### config.mk
export PLATFORM = sky130hd
export DESIGN_NAME = x_bus_ctrl_rv32i
export DESIGN_NICKNAME = d
export VERILOG_FILES = /design/src/rtl/x_bus_ctrl_rv32i.sv
export SDC_FILE = /design/constraint.sdc
export NUM_CORES = 1
export LEC_CHECK = 0
export CAP_MARGIN = 20
export CORE_AREA = 2 2 88 153
export DETAILED_ROUTE_END_ITERATION = 7
export DIE_AREA = 0 0 90 155
export HOLD_SLACK_MARGIN = 0.06
export MAX_ROUTING_LAYER = met4
export PLACE_DENSITY_LB_ADDON = 0.25
export SYNTH_ARGS = -nofsm -noshare
export SYNTH_HDL_FRONTEND = slang
export SYNTH_SLANG_ARGS = --single-unit
### constraint.sdc
create_clock -name i_clk -period 2.7 [get_ports i_clk]
set_input_delay 0.27 -clock i_clk [delete_from_list [all_inputs] [get_ports i_clk]]
set_output_delay 0.27 -clock i_clk [all_outputs]
set_load 0.05 [all_outputs]
### src/rtl/x_bus_ctrl_rv32i.sv
// Memory-side controller for the rv32i single-request bus: decodes each request to a
// word-addressed sync SRAM or a small register bank (GPIO, timer, status) with fixed 2-cycle latency.
module x_bus_ctrl_rv32i #(
    parameter int unsigned RAM_AW      = 10,
    parameter int unsigned GPIO_W      = 8,
    parameter logic [31:0] PERIPH_BASE = 32'h8000_0000
) (
    input  logic              i_clk,
    input  logic              i_nrst,
    input  logic              i_valid,
    input  logic              i_rnw,
    input  logic [31:0]       i_addr,
    input  logic [31:0]       i_data,
    output logic              o_accept,
    output logic [31:0]       o_data,
    output logic              o_ram_en,
    output logic              o_ram_we,
    output logic [RAM_AW-1:0] o_ram_addr,
    output logic [31:0]       o_ram_wdata,
    input  logic [31:0]       i_ram_rdata,
    output logic [GPIO_W-1:0] o_gpio,
    output logic              o_err
);

    localparam logic [1:0] S_IDLE    = 2'd0;
    localparam logic [1:0] S_RAM_ACC = 2'd1;
    localparam logic [1:0] S_REG_ACC = 2'd2;
    localparam logic [1:0] S_RESP    = 2'd3;

    localparam logic [1:0] SEL_GPIO   = 2'd0;
    localparam logic [1:0] SEL_TIMER  = 2'd1;
    localparam logic [1:0] SEL_STATUS = 2'd2;
    localparam logic [1:0] SEL_UNMAP  = 2'd3;

    logic [1:0]        state_q;
    logic [1:0]        state_d;
    logic              rnw_q;
    logic              ram_q;
    logic [1:0]        sel_q;
    logic [RAM_AW-1:0] ram_addr_q;
    logic [31:0]       wdata_q;
    logic [31:0]       rdata_q;
    logic [31:0]       timer_q;
    logic [GPIO_W-1:0] gpio_q;
    logic              err_q;

    logic              ram_hit_c;
    logic              reg_hit_c;
    logic [1:0]        sel_c;
    logic              capture_c;
    logic              unused_addr_lsb;

    // Byte-lane bits are meaningless for word-only access.
    assign unused_addr_lsb = ^i_addr[1:0];

    // Address decode; word offset 3 inside the bank falls through to unmapped.
    assign ram_hit_c = (i_addr >> (RAM_AW + 32'd2)) == 32'd0;
    assign reg_hit_c = i_addr[31:4] == PERIPH_BASE[31:4];
    assign sel_c     = reg_hit_c ? i_addr[3:2] : SEL_UNMAP;
    assign capture_c = (state_q == S_IDLE) && i_valid;

    always_ff @(posedge i_clk or negedge i_nrst) begin
        if (!i_nrst) begin
            state_q <= S_IDLE;
        end else begin
            state_q <= state_d;
        end
    end

    always_comb begin
        state_d = state_q;
        case (state_q)
            S_IDLE: begin
                if (i_valid) begin
                    state_d = ram_hit_c ? S_RAM_ACC : S_REG_ACC;
                end
            end
            S_RAM_ACC: state_d = S_RESP;
            S_REG_ACC: state_d = S_RESP;
            default:   state_d = S_IDLE;
        endcase
    end

    // Request is latched once in IDLE and held until the next IDLE.
    always_ff @(posedge i_clk or negedge i_nrst) begin
        if (!i_nrst) begin
            rnw_q      <= 1'b0;
            ram_q      <= 1'b0;
            sel_q      <= SEL_GPIO;
            ram_addr_q <= '0;
            wdata_q    <= '0;
        end else if (capture_c) begin
            rnw_q      <= i_rnw;
            ram_q      <= ram_hit_c;
            sel_q      <= sel_c;
            ram_addr_q <= i_addr[RAM_AW+1:2];
            wdata_q    <= i_data;
        end
    end

    // Register bank; timer free-runs, a timer write in REG_ACC overrides the increment.
    always_ff @(posedge i_clk or negedge i_nrst) begin
        if (!i_nrst) begin
            timer_q <= '0;
            gpio_q  <= '0;
            err_q   <= 1'b0;
            rdata_q <= '0;
        end else begin
            timer_q <= timer_q + 32'd1;
            if (state_q == S_REG_ACC) begin
                rdata_q <= '0;
                case (sel_q)
                    SEL_GPIO: begin
                        if (rnw_q) rdata_q <= 32'(gpio_q);
                        else       gpio_q  <= wdata_q[GPIO_W-1:0];
                    end
                    SEL_TIMER: begin
                        if (rnw_q) rdata_q <= timer_q;
                        else       timer_q <= wdata_q;
                    end
                    SEL_STATUS: begin
                        if (rnw_q) rdata_q <= {31'd0, err_q};
                        else       err_q   <= 1'b0;
                    end
                    default: err_q <= 1'b1;
                endcase
            end
        end
    end

    assign o_accept    = state_q == S_RESP;
    assign o_data      = (o_accept && rnw_q) ? (ram_q ? i_ram_rdata : rdata_q) : 32'd0;
    assign o_ram_en    = state_q == S_RAM_ACC;
    assign o_ram_we    = o_ram_en && !rnw_q;
    assign o_ram_addr  = ram_addr_q;
    assign o_ram_wdata = wdata_q;
    assign o_gpio      = gpio_q;
    assign o_err       = err_q;

endmodule

==> results.py <==
metrics = {
    "global_route": {
        "grt_pass1_wl_mm": 24.7,
        "grt_pass1_vias": 5169,
        "grt.total_usage": 0.230,
        "antenna_found_initial": 0,
        "grt_overflow": 0,
        "grt_max_degree": 56,
    },
    "pwr": {
        "power.internal_w": 0.00495,
        "pwr-share-seq": 0.353,
        "p_per_area_nw_per_um2": 967,
        "swShare": 0.416,
        "ir_drop_uv": 928,
        "p_clk_frac": 0.248,
        "power_switching_w": 0.00353,
        "leakage_nw": 3.47,
        "p_comb_frac": 0.399,
    },
    "route": {
        "dr.first_iter.drc_count": 208,
        "vias": 4819,
        "via_per_inst": 5.15,
        "dr.pass1.iters": 5,
        "ant_nets": 0,
        "routedWlPerCell_um": 16.4,
        "wl_mm": 15.3,
        "route.detailed.drc": 0,
    },
    "timing": {
        "relSlewSlack": 0.605,
        "setup-tns-final_ps": 0,
        "hold_violations": 0,
        "grt_setup_unrepaired": "no",
        "setup_ws_ps": 337,
        "setup_violations": 0,
        "drv_slew": 0,
        "period_share": 0.875,
        "fin_skew_ps": 7.50,
        "max_freq_mhz": 423,
        "fin_crit_ps": 2360,
        "hold_slack_ps": 323,
        "tightest_slew_ps": 585,
    },
    "clocking": {
        "cts.sinks": 121,
        "cts_hold_buf": 1,
        "clk_pin_slew_ps": 60,
        "numCtsBuffers": 17,
        "cts_max_level": 4,
        "clkLatencyLatePin_ps": 420,
        "tritoncts": "yes",
        "ctsResizeCount": 0,
        "cts_root_buffer": "clkbuf_16",
        "clock_tree.buffer_depth": 2,
        "postCtsSetupBuffers": 0,
    },
    "floorplanning": {
        "die_h_um": 155,
        "die_w_um": 90,
        "rows": 55,
        "coreArea_um2": 12800,
        "initial_core_util": 0.457,
        "die-area_um2": 14000,
        "io_pins": 186,
    },
    "final_layout": {
        "seqCellArea_um2": 3030,
        "multiInputGateArea_um2": 2560,
        "antenna_cells": 0,
        "most-common-layout-cells": "150 x clkdlybuf4s50_1, 120 x dfrtp_1, 73 x nand2_1",
        "final_common_cell": "clkdlybuf4s50_1",
        "syn2layout_area_growth_pct": 50.0,
        "drive_gt1_frac": 0.185,
        "nets": 856,
        "design_area_um2": 8770,
        "fill_cells": 1009,
    },
    "setup_path": {
        "cp-endpoint": "o_ram_we",
        "critical_path_required_ps": 2430,
        "cp_cell_sequence": "inv_1 > ha_1 > nor2b_1 > clkdlybuf4s50_1",
        "crit_arrival_ps": 2090,
        "endpoint_kind": "primary output",
        "worstSetupPathType": "flip-flop to primary output",
        "rr_endpoint": "timer_q[31]$_DFF_PN0_",
        "critPathMaxStageDelay_ps": 840,
        "reg2reg_from": "timer_q[9]$_DFF_PN0_",
        "r2r_cells": 5,
        "critPathBufInv": 2,
        "r2r_slack_ps": 520,
        "startpoint": "state_q[1]$_DFFE_PN0P_",
        "critPathMaxFanout": 4,
        "cp.depth": 4,
        "crit_family": "buffers and inverters",
        "cp_slowest_cell": "clkdlybuf4s50_1",
        "critPathLaunchType": "flip-flop",
    },
    "place": {
        "dp_slack_ps": 514,
        "gp_congestion": 0.863,
        "dp_hpwl_mm": 11.4,
        "dpl_cell_area_um2": 8210,
        "io_buffers": 183,
    },
    "synthesis": {
        "synth_area_per_cell_um2": 10.3,
        "synth_cell_types": 42,
        "synth.yosys.seq_area_share": 0.518,
        "syn_nets": 674,
        "synth-edff-count": 0,
        "ys_ff_latch": 121,
        "async_flop_share": 1.00,
        "syn_inst": 569,
        "ys.warnings.count": 0,
        "synth_area_um2": 5850,
        "ys.flop_type": "dfrtp_1",
    },
    "outcome": {
        "status": "finished clean",
    },
    "min_path": {
        "hold_path.class": "input pin to async pin",
    },
    "run": {
        "maxCapViolations": 0,
    },
}
-- cells by family (layout without fill, tap and decap cells) --
family	count (synthesis)	in the layout	synth area share
XOR/XNOR	29	29	0.0434
AO/OA/AOI/OAI	70	70	0.0644
flip-flops	121	121	0.518
multiplexers	92	92	0.169
buffers and inverters	70	265	0.0454
adder cells (fa/ha/maj)	5	5	0.0107
AND/OR/NAND/NOR	182	182	0.150
-- metal layers --
| metal | part of all wire | track usage |
|---|---|---|
| met5 | 0 | - |
| met4 | 0.018 | 0.0799 |
| met3 | 0.035 | 0.0446 |
| met2 | 0.57 | 0.426 |
| met1 | 0.38 | 0.242 |
-- synth_stat cells, types with 2 or more instances --
cell,count,area (µm²)
a21oi_1,2,10.0
nor4_1,9,56.3
nor2b_1,2,12.5
or4_1,2,15.0
xor2_1,9,78.8
mux2i_1,40,400
inv_1,38,143
mux2_2,52,586
buf_2,2,10.0
nor4b_1,2,17.5
nand3b_1,3,22.5
nand2_1,74,278
xnor2_1,20,175
ha_1,5,62.6
nor3_1,11,55.1
nand3_1,15,75.1
nand4_1,6,37.5
o21ai_0,54,270
o22ai_1,7,43.8
nor2_1,43,161
buf_1,9,33.8
clkbuf_1,21,78.8
o21ai_1,2,10.0
and4_1,3,26.3
dfrtp_1,121,3030
-- power groups by stage --
stage               Clock, W  Sequential (W)  Combinational, W
floorplan                  0         0.00400           0.00112
global placement           0         0.00298           0.00334
detailed placement         0         0.00301           0.00339
CTS                  0.00214         0.00298           0.00342
global route         0.00221         0.00307           0.00359
finish               0.00211         0.00299           0.00339
-- metrics by stage --
stage | power (W) | util | cells
final | 0.00848 | 0.685 | 935
after global routing | 0.00887 | 0.685 | 935
after CTS | 0.00854 | 0.685 | 935
after detailed placement | 0.00640 | 0.641 | 902
after global placement | 0.00632 | 0.641 | 902
after floorplan | 0.00512 | - | 569
-- how the worst min path moves through the flow --
stage	startpoint	end	slack, ps	depth (start not counted)
final	i_nrst	rdata_q[18]$_DFFE_PN0P_	320	2
after global routing	i_nrst	rdata_q[18]$_DFFE_PN0P_	360	2
after CTS	i_nrst	rdata_q[18]$_DFFE_PN0P_	330	2
after detailed placement	i_nrst	rdata_q[18]$_DFFE_PN0P_	220	1
after global placement	i_nrst	rdata_q[20]$_DFFE_PN0P_	210	1
after floorplan	i_nrst	o_err$_DFFE_PN0P_	-30	0
-- area by class of cell --
| type | count | area share |
|---|---|---|
| clock buffers | 17 | 0.0485 |
| clock inverters | 15 | 0.0147 |
| inverters | 38 | 0.0163 |
| multi-input cells | 378 | 0.292 |
| flip-flops and latches | 121 | 0.345 |
| well taps | 171 | 0.0244 |
| repair buffers | 195 | 0.258 |
-- state kept, by name (all words and copies together) (netlist names) --
signal       cells
o_gpio           8
o_err            1
o_ram_addr      10
timer_q         32
rnw_q            1
ram_q            1
sel_q            2
o_ram_wdata     32
state_q          2
rdata_q         32
(Power assumes the default switching activity.)
